===== src/rtl/arith_int_pkg.sv =====
// Shared definitions for the integer arithmetic blocks (div_int, mul_int).
//   DefaultWidth  : default operand/result width in bits
//   arith_state_e : IDLE / CALC / DONE handshake FSM states
package arith_int_pkg;

  localparam int unsigned DefaultWidth = 32;

  typedef enum logic [1:0] {
    StIdle,
    StCalc,
    StDone
  } arith_state_e;

endpackage


===== src/rtl/div_int_step.sv =====
// One restoring radix-2 division step (purely combinational).
//   rem_i     : partial remainder entering the step (always < divisor_i)
//   bit_i     : next dividend bit, shifted in at the LSB
//   divisor_i : divisor magnitude
//   rem_o     : partial remainder leaving the step
//   q_o       : quotient bit produced by this step
module div_int_step
  import arith_int_pkg::*;
#(
  parameter int unsigned WIDTH = DefaultWidth
) (
  input  logic [WIDTH-1:0] rem_i,
  input  logic             bit_i,
  input  logic [WIDTH-1:0] divisor_i,
  output logic [WIDTH-1:0] rem_o,
  output logic             q_o
);

  logic [WIDTH:0] shifted;
  logic [WIDTH:0] diff;

  always_comb begin
    shifted = {rem_i, bit_i};
    diff    = shifted - {1'b0, divisor_i};
    // shifted < 2*divisor, so a successful subtraction always leaves diff < 2^WIDTH;
    // the top bit of the WIDTH+1-bit difference is therefore a clean borrow flag.
    q_o     = ~diff[WIDTH];
    rem_o   = q_o ? diff[WIDTH-1:0] : shifted[WIDTH-1:0];
  end

endmodule


===== src/rtl/div_int.sv =====
// Multi-cycle signed/unsigned integer divider, one quotient bit per cycle.
//   clk, rst_n           : clock, asynchronous active-low reset
//   in_valid / in_ready  : operand handshake (in_ready only in IDLE)
//   in_signed            : 1 = two's-complement, 0 = unsigned
//   dividend, divisor    : operands
//   out_valid / out_ready: result handshake (out_valid only in DONE)
//   quotient, remainder  : truncated-toward-zero quotient, remainder signed like dividend
//   div_zero             : result came from a zero divisor
module div_int
  import arith_int_pkg::*;
#(
  parameter int unsigned WIDTH = DefaultWidth
) (
  input  logic             clk,
  input  logic             rst_n,
  input  logic             in_valid,
  output logic             in_ready,
  input  logic             in_signed,
  input  logic [WIDTH-1:0] dividend,
  input  logic [WIDTH-1:0] divisor,
  output logic             out_valid,
  input  logic             out_ready,
  output logic [WIDTH-1:0] quotient,
  output logic [WIDTH-1:0] remainder,
  output logic             div_zero
);

  localparam int unsigned CntW = $clog2(WIDTH) + 1;
  localparam logic [WIDTH-1:0] MinNeg = {1'b1, {(WIDTH-1){1'b0}}};

  arith_state_e    state_q, state_d;
  logic [WIDTH-1:0] rem_q, rem_d;      // partial remainder
  logic [WIDTH-1:0] shift_q, shift_d;  // dividend bits out at MSB, quotient bits in at LSB
  logic [WIDTH-1:0] dvs_q, dvs_d;      // divisor magnitude
  logic [CntW-1:0]  cnt_q, cnt_d;
  logic             neg_quo_q, neg_quo_d;
  logic             neg_rem_q, neg_rem_d;
  logic [WIDTH-1:0] quo_q, quo_d;
  logic [WIDTH-1:0] remo_q, remo_d;
  logic             dz_q, dz_d;

  logic [WIDTH-1:0] dvd_abs, dvs_abs;
  logic             sgn_ovf;
  logic [WIDTH-1:0] step_rem;
  logic             step_q;
  logic [WIDTH-1:0] quo_raw;

  div_int_step #(
    .WIDTH(WIDTH)
  ) u_step (
    .rem_i    (rem_q),
    .bit_i    (shift_q[WIDTH-1]),
    .divisor_i(dvs_q),
    .rem_o    (step_rem),
    .q_o      (step_q)
  );

  always_comb begin
    dvd_abs = (in_signed && dividend[WIDTH-1]) ? -dividend : dividend;
    dvs_abs = (in_signed && divisor[WIDTH-1]) ? -divisor : divisor;
    sgn_ovf = in_signed && (dividend == MinNeg) && (divisor == '1);
    quo_raw = {shift_q[WIDTH-2:0], step_q};

    state_d   = state_q;
    rem_d     = rem_q;
    shift_d   = shift_q;
    dvs_d     = dvs_q;
    cnt_d     = cnt_q;
    neg_quo_d = neg_quo_q;
    neg_rem_d = neg_rem_q;
    quo_d     = quo_q;
    remo_d    = remo_q;
    dz_d      = dz_q;

    unique case (state_q)
      StIdle: begin
        if (in_valid) begin
          if (divisor == '0) begin
            quo_d   = '1;
            remo_d  = dividend;
            dz_d    = 1'b1;
            state_d = StDone;
          end else if (sgn_ovf) begin
            quo_d   = dividend;
            remo_d  = '0;
            dz_d    = 1'b0;
            state_d = StDone;
          end else begin
            rem_d     = '0;
            shift_d   = dvd_abs;
            dvs_d     = dvs_abs;
            cnt_d     = '0;
            neg_quo_d = in_signed && (dividend[WIDTH-1] ^ divisor[WIDTH-1]);
            neg_rem_d = in_signed && dividend[WIDTH-1];
            dz_d      = 1'b0;
            state_d   = StCalc;
          end
        end
      end
      StCalc: begin
        rem_d   = step_rem;
        shift_d = quo_raw;
        cnt_d   = cnt_q + CntW'(1);
        if (cnt_q == CntW'(WIDTH - 1)) begin
          quo_d   = neg_quo_q ? -quo_raw : quo_raw;
          remo_d  = neg_rem_q ? -step_rem : step_rem;
          state_d = StDone;
        end
      end
      StDone: begin
        if (out_ready) state_d = StIdle;
      end
      default: state_d = StIdle;
    endcase
  end

  always_ff @(posedge clk or negedge rst_n) begin
    if (!rst_n) begin
      state_q   <= StIdle;
      rem_q     <= '0;
      shift_q   <= '0;
      dvs_q     <= '0;
      cnt_q     <= '0;
      neg_quo_q <= 1'b0;
      neg_rem_q <= 1'b0;
      quo_q     <= '0;
      remo_q    <= '0;
      dz_q      <= 1'b0;
    end else begin
      state_q   <= state_d;
      rem_q     <= rem_d;
      shift_q   <= shift_d;
      dvs_q     <= dvs_d;
      cnt_q     <= cnt_d;
      neg_quo_q <= neg_quo_d;
      neg_rem_q <= neg_rem_d;
      quo_q     <= quo_d;
      remo_q    <= remo_d;
      dz_q      <= dz_d;
    end
  end

  assign in_ready  = (state_q == StIdle);
  assign out_valid = (state_q == StDone);
  assign quotient  = quo_q;
  assign remainder = remo_q;
  assign div_zero  = dz_q;

endmodule


===== config.mk =====
export PLATFORM = sky130hd
export DESIGN_NAME = div_int
export DESIGN_NICKNAME = d
export VERILOG_FILES = /design/src/rtl/arith_int_pkg.sv /design/src/rtl/div_int_step.sv /design/src/rtl/div_int.sv
export SDC_FILE = /design/constraint.sdc
export NUM_CORES = 1
export LEC_CHECK = 0
export BUFFER_PORTS_ARGS = -buffer_cell sky130_fd_sc_hd__buf_2
export CAP_MARGIN = 25
export CORE_MARGIN = 8
export CORE_UTILIZATION = 55
export DETAILED_ROUTE_END_ITERATION = 16
export GPL_ROUTABILITY_DRIVEN = 0
export PLACE_DENSITY = 0.76
export SETUP_SLACK_MARGIN = 0.05
export SLEW_MARGIN = 20
export SYNTH_ARGS = -nofsm -noshare
export SYNTH_HDL_FRONTEND = slang
export SYNTH_HIERARCHICAL = 1
export SYNTH_SLANG_ARGS = --single-unit

===== constraint.sdc =====
create_clock -name clk -period 12.5 [get_ports clk]
set_clock_uncertainty 0.05 [all_clocks]
set_input_delay 1.875 -clock clk [delete_from_list [all_inputs] [get_ports clk]]
set_output_delay 1.875 -clock clk [all_outputs]
set_load 0.01 [all_outputs]

# Word level (Yosys, flattened, before mapping)
# Cells that the tools add are included.
# op_classes
n_addsub	6
n_eq_ne	11
n_mux	34
n_bitwise	4
n_reduce_logical	13
# ops
operator	count
32-bit two-way mux	19
32-bit case mux with 2 select lines	4
32-bit negator	4
32-bit equality test, second input constant	2
33-bit by 32-bit subtractor with 33-bit output	1
32-bit zero test	1
6-bit two-way mux	3
6-bit case mux with 2 select lines	1
4-bit AND reduction	3
2-bit two-way mux	5
2-bit inequality test, second input constant	4
6-bit by 1-bit adder with 6-bit output, second input constant	1
6-bit by 5-bit equality test with 1-bit output, second input constant	1
2-bit case mux with 3 select lines	1
1-bit logical AND	5
3-bit by 1-bit inequality test with 1-bit output, second input constant	1
1-bit inverter	3
3-bit AND reduction	1
2-bit by 1-bit equality test with 1-bit output, second input constant	1
2-bit equality test, second input constant	1
2-bit zero test	1
2-bit by 1-bit inequality test with 1-bit output, second input constant	1
2-bit AND reduction	1
2-bit nonzero test	1
other kinds (2)	2
# totals
ff_bits	171
in_bits	69
out_inout_bits	67
word_cells	78

# Logic depth before layout (Yosys ltp)
# Gate-level depths: netlist of the first run.
# logic_depth
depth_word	7
mapped_depth	23
ltp_nobuf	21

# By module
# Netlist of the first run, hierarchy kept.
# modules_own_cells
module	n_inst	cells_each	area_each_um2	seq_area_each_um2
div_int	1	1114	9781.9	4279.1
div_int_step	1	305	2358.5	0.0

# Worst setup path after synthesis of the first run
# OpenSTA, ideal clock, no wires.
# synth_timing
path_kind	flip-flop to flip-flop
startpoint	register shift_q[31]
endpoint	register remo_q[31], in the netlist remainder[31]
setup_time_ps	137
t_arrival_ps	4969
required_ps	12313
slack_ps	7344
path_stages_with_launch	23
n_path_buf	2
period_less_slack_ps	5156
path_cell_list	dfrtp_1 -> inv_1 -> ha_1 -> fa_1 -> and2b_1 -> o2111ai_2 -> a21oi_2 -> o2111ai_1 -> a211oi_2 -> nor2_4 -> mux2i_4 -> and2_4 -> buf_12 -> inv_8 -> buf_12 -> mux2_4 -> or4_1 -> or3_1 -> or3_1 -> o31ai_1 -> xnor2_1 -> a22oi_1 -> a21oi_1
# synth_via
elab_chain_len	6
# synth_lines
element	line	rtl
start, declared	div_int.sv:33	logic [WIDTH-1:0] shift_q, shift_d;
start signal, assigned	div_int.sv:132	shift_q <= shift_d;
33-bit by 32-bit subtractor with 33-bit output	div_int_step.sv:24	diff = shifted - {1'b0, divisor_i};
32-bit two-way mux	div_int_step.sv:28	rem_o = q_o ? diff[WIDTH-1:0] : shifted[WIDTH-1:0];
net step_rem[24]	div_int.sv:44	logic [WIDTH-1:0] step_rem;
32-bit negator	div_int.sv:106	remo_d = neg_rem_q ? -step_rem : step_rem;
32-bit two-way mux	div_int.sv:106	
32-bit two-way mux	div_int.sv:104	if (cnt_q == CntW'(WIDTH - 1)) begin
32-bit case mux with 2 select lines	div_int.sv:75	unique case (state_q)
end signal, assigned	div_int.sv:138	remo_q <= remo_d;
end, declared	div_int.sv:39	logic [WIDTH-1:0] remo_q, remo_d;
# The timed path passes the listed nets, and every way through them passes these cells. The select of a mux whose other input is x is not followed.
# A chain may end at the register's enable or synchronous reset.

# Worst setup path in the final report of the first run
# Same ends and word-level chain as after synthesis.

==> summary.md, run 1 <==
| Metric | Value |
|---|---|
| Status | complete, no violations |
| Most frequent cells in the layout | 171 x dfrtp_1, 147 x nor2_1, 136 x a21oi_1 |
| Post-DP HPWL | ~26,000 um |
| TritonCTS clock tree | yes |
| Port Buffers | approximately 140 |
| Vias/cell | between 6 and 7 |
| Final antenna-violating net count | 0 |
| #FFs+latches synth | 171 |
| Worst path top cell family by delay | simple AND/OR/NAND/NOR gates |
| Dominant synthesized flop cell | dfrtp_1 |
| Vias in the first global route | 10,550 |
| Syn Area/Cell | approximately 8.6 um^2 |
| Synth async-reset ratio | 100.0% |
| Most common cell after layout, fill and taps aside | dfrtp_1 |
| Fin. Hold Viols | 0 |
| Total Power | 4667 uW |
| Inserted Clock Buffers | 17 |
| Antenna violations before repair | 1 |
| Area of the multi-input gates | around 0.0072 mm^2 |
| Final TNS setup | 0 ps |
| Max Root-Sink Buffers | 2 |
| Worst-path clk slew | about 70 ps |
| Initial DRC count | approximately 1,200 |
| Sequential Area | 0.004279 mm^2 |
| Setup repair bufs after CTS | 0 |
| DP Area | around 0.013 mm^2 |
| Die area | ~0.027 mm^2 |
| Global route total overflow | 0 |
| Register area share after synthesis | approximately a third |
| Slew @ Worst Pin | about 1100 ps |
| Root buf cell | clkbuf_16 |
| Post-Synthesis Cell Area | roughly 0.012 mm^2 |
| Max Cap Viol | 0 |
| Cts repair resizes | 0 |
| Gate Count Post-Synth | around 1,400 |
| Skew-Pair Late Insertion Delay | roughly 440 ps |
| Power per standard cell area | about 350 mW/mm^2 |
| First-pass GRT wire length | 56,310 um |
| Hold Crit Class | reg -> reg |
| Area delta synth->final | 11.12% |
| Top cells by area, synth | dfrtp_1 35%, xnor2_1 6.5%, a21oi_1 5.6% |
| FP Rows | 54 |
| Arr. time, crit path | between 5000 and 6000 ps |
| Effective utilization at floorplan | a little under three fifths |
| Worst Setup End Kind | flip-flop |
| Critical path class | reg -> reg |
| I/O pins | approximately 140 |
| Yosys synthesis warning count | 6 |
| Static Leak | around 0.006 uW |
| Vert. Die Dim | 164.6 um |
| Pre-Repair DR Iteration Count | 6 |
| Final WL | between 30,000 and 40,000 um |
| Number of H-tree levels | 4 |
| Pin count of the biggest net entering global routing | roughly 120 |
| Placed cells | ~1,800 |
| Synth area leader | dfrtp_1 |
| Post-synth top area share | between 30% and 40% |
| WL/cell | 19.81 um |
| Number of synthesized flops with an enable pin | 0 |
| Library cells used by synthesis | between 80 and 90 |
| Final non-filler cell area | 0.01349 mm^2 |
| CP max stage cell | nor4_1 |
| Residual DRC count | 0 |
| Total track usage | between 20% and 30% |
| Hold_sp | div_zero$_DFFE_PN0P_ |
| R2r startpoint | shift_q[31]$_DFFE_PN0P_ |
| Sink Count | 171 |
| Via Count | approximately 11,000 |
| Worst slew margin | about 29% |
| Syn nets | between 1,500 and 2,000 |
| Setup-failing EPs final | 0 |
| Final min period | around 5700 ps |
| Fill cells | roughly 1,900 |
| Nets@finish | about 1,600 |
| Fin cells | approximately 1,800 |
| Period utilization | a little under half |
| Unrepaired setup endpoints after global routing | no |
| Max IR drop VDD | roughly 150 uV |
| Core box area | between 0.02 and 0.025 mm^2 |
| CP max stage delay | between 600 and 700 ps |
| Worst Path Required | 12,740 ps |
| Critical Path Start | shift_q[31]$_DFFE_PN0P_ |
| Slew Viols, Final | 0 |
| Post-CTS Hold Fix Bufs | 0 |
| Startpoint Class | flip-flop |
| Die width | ~160 um |
| Crit-path cells | inv_1 -> ha_1 -> fa_1 -> and2b_1 -> o2111ai_2 -> a21oi_2 -> o2111ai_1 -> a211oi_2 -> nor2_4 -> mux2i_4 -> and2_4 -> inv_8 -> mux2_2 -> nor4_1 -> nand3_1 -> or3_1 -> o31ai_1 -> xnor2_1 -> a22oi_1 -> a21oi_1 |
| Crit path max fanout | 28 |
| Critical path buffers and inverters | 2 |
| Share of cells above drive strength 1 | 15.13% |
| Fmax | approximately 170 MHz |
logic make-up (layout without fill, tap and decap cells):
| kind of cell | count (synthesis) | count (layout) | synth area share [%] |
|---|---|---|---|
| other | 0 | 1 | 0 |
| multiplexers | 38 | 38 | 4.092 |
| XOR/XNOR | 143 | 143 | 10.32 |
| AND/OR/NAND/NOR | 429 | 429 | 16.87 |
| buffers and inverters | 139 | 234 | 5.339 |
| AO/OA/AOI/OAI | 460 | 460 | 24.05 |
| flip-flops | 171 | 171 | 35.25 |
| adder cells (fa/ha/maj) | 39 | 39 | 4.081 |
cells in the mapped netlist (29+ instances only):
cell type,instances
nand3_1,35
inv_1,58
a22o_1,31
nor2_1,149
o31ai_1,36
a21oi_1,136
xor2_1,53
nor3_1,29
o21ai_0,100
xnor2_1,90
clkbuf_1,46
nand2_1,106
dfrtp_1,171
ha_1,38
worst min-delay path: cells and delay by family (launching register included):
family	cells	cell delay, ps
flip-flops	1	350
AO/OA/AOI/OAI	1	60
AND/OR/NAND/NOR	1	40
worst paths after layout:
kind / cells past startpoint / slack [ps] / to
setup / recovery: 20 / 6780 / remainder[31]$_DFFE_PN0P_
hold / removal: 2 / 430 / div_zero$_DFFE_PN0P_
min in group asynchronous: 1 / 1290 / quotient[31]$_DFFE_PN0P_
setup reg to reg: 20 / 6780 / remainder[31]$_DFFE_PN0P_
max in group asynchronous: 2 / 9900 / remainder[14]$_DFFE_PN0P_
hold reg to reg: 2 / 430 / div_zero$_DFFE_PN0P_
power by group:
part / leakage (uW) / switching [uW] / internal, uW
clock: 0.000300 / 260 / 293
sequential: 0.00210 / 249 / 799
combinational: 0.00360 / 1730 / 1340
metrics by stage:
stage | hold slack (ps) | worst slack (ps) | utilization (%)
floorplan | 415.8 | 7344 | -
global placement | 413.9 | 6877 | 58.94
detailed placement | 420.8 | 6767 | 58.94
CTS | 437.2 | 6744 | 61.76
global route | 467.4 | 6479 | 62.01
finish | 433.9 | 6784 | 62.01
metal layers:
layer  global-route usage [%]  vias up  routed length, um
met1                    34.14     5335              14460
met4                    10.81        0               1347
met5                        0        -                  0
met3                    3.988       84               2929
li1                         -     5320                  -
met2                    42.53      557              16810
registers in the layout, summed over array words and instances (netlist names):
| register | cells |
|---|---|
| neg_quo_q | 1 |
| neg_rem_q | 1 |
| div_zero | 1 |
| state_q | 2 |
| rem_q | 32 |
| shift_q | 32 |
| remainder | 32 |
| cnt_q | 6 |
| dvs_q | 32 |
| quotient | 32 |
final cells by class:
| cell class | count | share of cell area (%) |
|---|---|---|
| diodes | 1 | 0.01855 |
| clock buffers | 18 | 3.255 |
| clock inverters | 14 | 1.289 |
| inverters | 59 | 1.697 |
| multi-input cells | 1109 | 53.72 |
| flip-flops and latches | 171 | 31.72 |
| well taps | 280 | 2.597 |
| repair buffers | 143 | 5.704 |
(Power assumes the default switching activity.)
==> run 2, diff against run 1 <==
CORE_UTILIZATION = 54   (was 55)
PLACE_DENSITY = 0.77   (was 0.76)
clock period = 5.1 ns   (was 12.5 ns; I/O delays follow)
==> run 2 against run 1 <==
  * Cell count grew 2.5%
  * Largest cell class unchanged
  * Clock power increased by 150%
  * Critical path depth down 2
  * Power rose to 2.6 times the previous value
  * Sequential power increased by 150%
  * Largest power group unchanged
  * Cell area grew 3.7%
  * Wire length increased by 2.5%
  * Combinational power grew to 2.7 times the previous value
  * Fmax increased by 17%
==> summary.md, run 2 (synthesis gave the netlist of run 1 again) <==
| Metric | Value |
|---|---|
| Status | complete, no violations |
| Initial DRC count | between 1,000 and 1,500 |
| Antenna violations before repair | 0 |
| Fin. Hold Viols | 0 |
| WHS | ~240 ps |
| Sink Count | roughly 170 |
| RR Endpoint | remainder[31]$_DFFE_PN0P_ |
| Skew-Pair Late Insertion Delay | about 440 ps |
| First-pass GRT wire length | around 58,000 um |
| Worst Path Required | ~5400 ps |
| I/O pins | 136 |
| Sequential Area | between 0.004 and 0.005 mm^2 |
| Final core occ | between 60% and 70% |
| Global route total overflow | 0 |
| Power per standard cell area | around 880 mW/mm^2 |
| Pin count of the biggest net entering global routing | about 110 |
| R2r startpoint | rem_q[13]$_DFFE_PN0P_ |
| Final min period | between 4000 and 5000 ps |
| Most frequent cells in the layout | 171 x dfrtp_1, 147 x nor2_1, 135 x a21oi_1 |
| Critical Path Start | rem_q[13]$_DFFE_PN0P_ |
| Total Power | roughly 12,000 uW |
| WL/cell | 19.80 um |
| Logic pwr share | roughly 70% |
| Startpoint Class | flip-flop |
| Total track usage | about a quarter |
| Core box area | 0.02237 mm^2 |
| Vert. Die Dim | ~170 um |
| Number of H-tree levels | 4 |
| Max Root-Sink Buffers | 2 |
| Worst slew margin | between 20 and 25% |
| Die width | between 150 and 200 um |
| Inserted Clock Buffers | 17 |
| Setup-failing EPs final | 0 |
| Switching share of power | a little under half |
| Hold Crit Class | in -> async |
| Fmax | between 200 and 250 MHz |
| Arr. time, crit path | between 5000 and 6000 ps |
| Most common cell after layout, fill and taps aside | dfrtp_1 |
| Placed cells | roughly 1,800 |
| Ant diodes | 0 |
| Root buf cell | clkbuf_16 |
| Worst-path clk slew | ~80 ps |
| Period utilization | between 90% and 100% |
| Area of the multi-input gates | 0.007411 mm^2 |
| Worst Setup End Kind | flip-flop |
| Vias in the first global route | 10,890 |
| Nets@finish | roughly 1,700 |
| Setup WS pre-CTS | -62.41 ps |
| Port Buffers | around 140 |
| Static Leak | around 0.0062 uW |
| Slew @ Worst Pin | 1135 ps |
| Reg power frac | between 20% and 30% |
| Crit path max fanout | 8 |
| Pre-Repair DR Iteration Count | 6 |
| Post-DP HPWL | ~27,000 um |
| Share of cells above drive strength 1 | a little under a fifth |
| Residual DRC count | 0 |
| FP Rows | 55 |
| Vias/cell | around 6.3 |
| Slew Viols, Final | 0 |
| Effective utilization at floorplan | 54.28% |
| Fin cells | roughly 1,800 |
| Unrepaired setup endpoints after global routing | yes |
| Max Cap Viol | 0 |
| Setup WS post-layout | between 150 and 200 ps |
| Final WL | approximately 36,000 um |
| P_sw | slightly below 6000 uW |
| Final antenna-violating net count | 0 |
| Internal | ~6500 uW |
| TritonCTS clock tree | yes |
| Via Count | 11,640 |
| Cell count of the worst reg-to-reg path | 18 |
| Area delta synth->final | 15.26% |
| Fill cells | about 1,900 |
| Clock share of power | about 11% |
| Reg-to-reg setup timing slack | ~200 ps |
| Max IR drop VDD | 452.2 uV |
| Die area | 0.02754 mm^2 |
| Critical path class | reg -> reg |
## run 2: cell count changes in the layout (fill, tap and decap cells not counted), moves of 4 or more
cell / change
buf_4: +38
buf_12: +5
o31ai_1: -5
o41ai_1: -5
o41ai_2: +5
clkinvlp_4: +4
or3_1: -4
or3_4: +4
## run 2: worst max-delay path by stage
stage                                            to  cells past startpoint  slack, ps
after floorplan           remainder[31]$_DFFE_PN0P_                     22         60
after global placement    remainder[31]$_DFFE_PN0P_                     22         90
after detailed placement   quotient[16]$_DFFE_PN0P_                     22        -60
after CTS                 remainder[29]$_DFFE_PN0P_                     20         30
after global routing       quotient[12]$_DFFE_PN0P_                     23          8
final                     remainder[31]$_DFFE_PN0P_                     18        200
## run 2: timing repair
item | CTS | global route
buffers inserted | 1 | 9
hold buffers | 0 | 0
gates resized for setup | 7 | 23
pin swaps | 5 | 9
endpoints found under the setup margin | 14 | 36
## run 2: area by class of cell
class / count / share of cell area (%)
multi-input cells: 1109 / 52.96
flip-flops and latches: 171 / 30.58
repair buffers: 184 / 7.949
clock buffers: 17 / 3.040
well taps: 285 / 2.548
inverters: 59 / 1.672
clock inverters: 15 / 1.252
## run 2: metrics by stage
step,cell area (um^2),TNS (ps)
CTS,13790,0
global placement,13140,0
finish,13990,0
detailed placement,13140,-207.2
floorplan,12160,0
global route,13990,0
## run 2: per-layer routing
layer	vias to the layer above	share of wire, %	global-route usage (%)
li1	5415	-	-
met1	5548	42	33.13
met2	570	47	41.18
met3	102	7.3	4.635
met4	0	4.3	11.74
met5	-	0	0
## run 2: power by group through the flow
stage	registers [uW]	clock network, uW	logic [uW]
floorplan	2410	0	5930
global placement	2540	0	7600
detailed placement	2570	0	7770
CTS	2550	1370	7890
global route	2650	1420	9030
finish	2580	1360	8360
## run 2: critical path, stage by stage, from the launching register on
cell and delay (ps):
dfrtp_1 410, ha_1 400, and4_1 270, and3_1 210
a221o_1 310, a21oi_2 150, a211oi_2 110, nor2_4 180
mux2i_4 260, and2_4 200, clkinv_8 80, mux2_4 320
or4_4 540, or3_4 360, or3_4 370, o31ai_2 220
xnor2_1 90, a22oi_1 160, a21oi_1 90
==> run 3, diff against run 2 <==
==> constraint.sdc (replaced) <==
create_clock -name clk -period 5.1 [get_ports clk]
set_clock_uncertainty 0.05 [all_clocks]
set_input_delay 0.51 -clock clk [delete_from_list [all_inputs] [get_ports clk]]
set_output_delay 0.51 -clock clk [all_outputs]
set_load 0.01 [all_outputs]
==> run 3 against run 2 <==
  * Global-route usage increased by 0.20 points
  * Cell area about the same
  * First-iteration DRC count decreased by 13%
  * Combinational power increased by 0.7%
  * Critical path type unchanged
  * Sequential power about the same
  * Highest routed layer unchanged
  * Clock power about the same
  * Largest cell class unchanged
  * Worst setup slack got worse by 26 ps
  * Sequential cell count unchanged
  * Critical endpoint unchanged
  * Fmax decreased by 0.54%
  * Count of clock-buffer cells in the layout unchanged
==> summary.md, run 3 (synthesis gave the netlist of run 1 again) <==
| Metric | Value |
|---|---|
| Post-CTS Hold Fix Bufs | 0 |
| Power per standard cell area | 879.0 mW/mm^2 |
| Pre-Repair DR Iteration Count | 5 |
| Area delta synth->final | 15.32% |
| Worst Path Required | 5380 ps |
| Fmax | 202.9 MHz |
| Vert. Die Dim | 165.9 um |
| Final WL | approximately 36,000 um |
| Reg power frac | around 21% |
| Fin. Hold Viols | 0 |
| Placed cells | around 1,800 |
| I/O pins | ~140 |
| Nets@finish | 1,653 |
| Core box area | 0.02237 mm^2 |
| Share of cells above drive strength 1 | about a fifth |
| Via Count | ~12,000 |
| Port Buffers | roughly 140 |
| Logic pwr share | between 60% and 70% |
| Hold Crit Class | in -> async |
| First-pass GRT wire length | 58,650 um |
| Status | complete, no violations |
| Area of the multi-input gates | 0.007413 mm^2 |
| Switching share of power | a little under half |
| Internal | around 6500 uW |
| Slew Viols, Final | 0 |
| Initial DRC count | ~1,100 |
| Worst-path clk slew | approximately 70 ps |
| Pin count of the biggest net entering global routing | between 80 and 90 |
| Effective utilization at floorplan | about 54% |
| Skew-Pair Late Insertion Delay | about 440 ps |
| Critical path class | reg -> reg |
| Fill cells | approximately 1,900 |
| Fin cells | 1,843 |
| Final min period | about 5000 ps |
| Number of H-tree levels | 4 |
| Most frequent cells in the layout | 171 x dfrtp_1, 147 x nor2_1, 135 x a21oi_1 |
| Max Root-Sink Buffers | 2 |
| Residual DRC count | 0 |
| Clock share of power | a little over a tenth |
| Final antenna-violating net count | 0 |
| TritonCTS clock tree | yes |
| Slew @ Worst Pin | 1152 ps |
| Final core occ | approximately 63% |
| Most common cell after layout, fill and taps aside | dfrtp_1 |
| Total track usage | 25.80% |
| Crit path max fanout | 7 |
| Ant diodes | 0 |
| Unrepaired setup endpoints after global routing | yes |
| Max Cap Viol | 0 |
| Arr. time, crit path | between 5000 and 6000 ps |
| Crit-path cells | inv_1 -> ha_2 -> fa_2 -> and2b_1 -> o2111ai_2 -> a21oi_2 -> o2111ai_2 -> a211oi_2 -> nor2_4 -> mux2i_4 -> and2_4 -> clkinv_8 -> mux2_4 -> or4_4 -> or3_4 -> or3_4 -> o31ai_4 -> xnor2_1 -> a22oi_1 -> a21oi_1 |
| Period utilization | a little over nine tenths |
| CP max stage delay | around 540 ps |
| Sink Count | roughly 170 |
| Sequential Area | ~0.0043 mm^2 |
| FP Rows | 55 |
| Worst Setup End Kind | flip-flop |
| CP max stage cell | or4_4 |
| Vias in the first global route | 11,120 |
| Inserted Clock Buffers | 17 |
| Global route total overflow | 0 |
| WL/cell | ~20 um |
| Static Leak | around 0.0062 uW |
| Critical path buffers and inverters | 2 |
| Die width | around 170 um |
| Post-DP HPWL | around 27,000 um |
| Vias/cell | 6.243 |
| Root buf cell | clkbuf_16 |
| P_sw | between 5000 and 6000 uW |
| Worst slew margin | a little under a quarter |
| Antenna violations before repair | 0 |
| Setup-failing EPs final | 0 |
| Max IR drop VDD | ~460 uV |
| Startpoint Class | flip-flop |
| Worst path top cell family by delay | simple AND/OR/NAND/NOR gates |
| Die area | roughly 0.028 mm^2 |
[run 3: cell types whose count changed in the layout (fill, tap and decap cells not counted), sizes merged]
cell      delta
clkinvlp     -2
bufinv       -1
buf          +3
clkinv       +3
[run 3: layer usage]
layer,global-route usage (%),routed length (um)
met5,0,0
met4,12.85,1513
met3,4.516,2379
met2,42.19,17140
met1,32.53,15360
[run 3: power groups by stage]
stage                     Combinational [uW]  Clock (uW)  Sequential, uW
final                                   8420        1340            2550
after global routing                    9120        1410            2620
after CTS                               7950        1350            2540
after detailed placement                7870           0            2550
after global placement                  7700           0            2530
after floorplan                         5930           0            2410
[run 3: stage by stage]
stage	worst slack, ps	hold slack (ps)	TNS [ps]	power [uW]	area, um^2
2_1_floorplan	57.80	164.4	0	8342	12160
3_3_place_gp	73.34	414.6	0	10230	13150
3_5_place_dp	-1.281	421.3	-1.281	10420	13150
4_1_cts	83.50	89.33	0	11840	13780
5_1_grt	-30.86	106.4	-30.86	13150	14000
6_report	171.1	55.13	0	12310	14000
[run 3: repair_timing]
item / CTS / global route
gates resized for setup: 3 / 24
buffers inserted: 2 / 7
pin swaps: 4 / 11
setup endpoints to repair: 8 / 31
[run 3: worst register-to-register path: cells and delay by family (launching register included)]
kind / cells / cell delay (ps)
muxes: 2 / 510
adders and majority gates: 2 / 530
AOI/OAI and AO/OA: 7 / 1380
xor gates and xnor gates: 1 / 100
buffers and inverters: 2 / 130
DFF: 1 / 350
and+or+nand+nor: 6 / 1780
[run 3: layout make-up]
class                           instances  share of cell area (%)
Timing Repair Buffer                  187                   7.980
Tap cell                              285                   2.547
Clock inverter                         15                   1.251
Inverter                               59                   1.671
Sequential cell                       171                   30.56
Clock buffer                           17                   3.038
Multi-Input combinational cell       1109                   52.95
[run 3: final timing paths]
kind | end | depth (start not counted) | slack [ps] | from
min reg2reg | div_zero$_DFFE_PN0P_ | 2 | 430 | div_zero$_DFFE_PN0P_
min in group clk | dvs_q[0]$_DFFE_PN0P_ | 2 | 330 | divisor[0]
max reg2reg | remainder[31]$_DFFE_PN0P_ | 20 | 170 | shift_q[31]$_DFFE_PN0P_
min | quotient[1]$_DFFE_PN0P_ | 1 | 60 | rst_n
max in group asynchronous | dvs_q[13]$_DFFE_PN0P_ | 2 | 3830 | rst_n
max | remainder[31]$_DFFE_PN0P_ | 20 | 170 | shift_q[31]$_DFFE_PN0P_
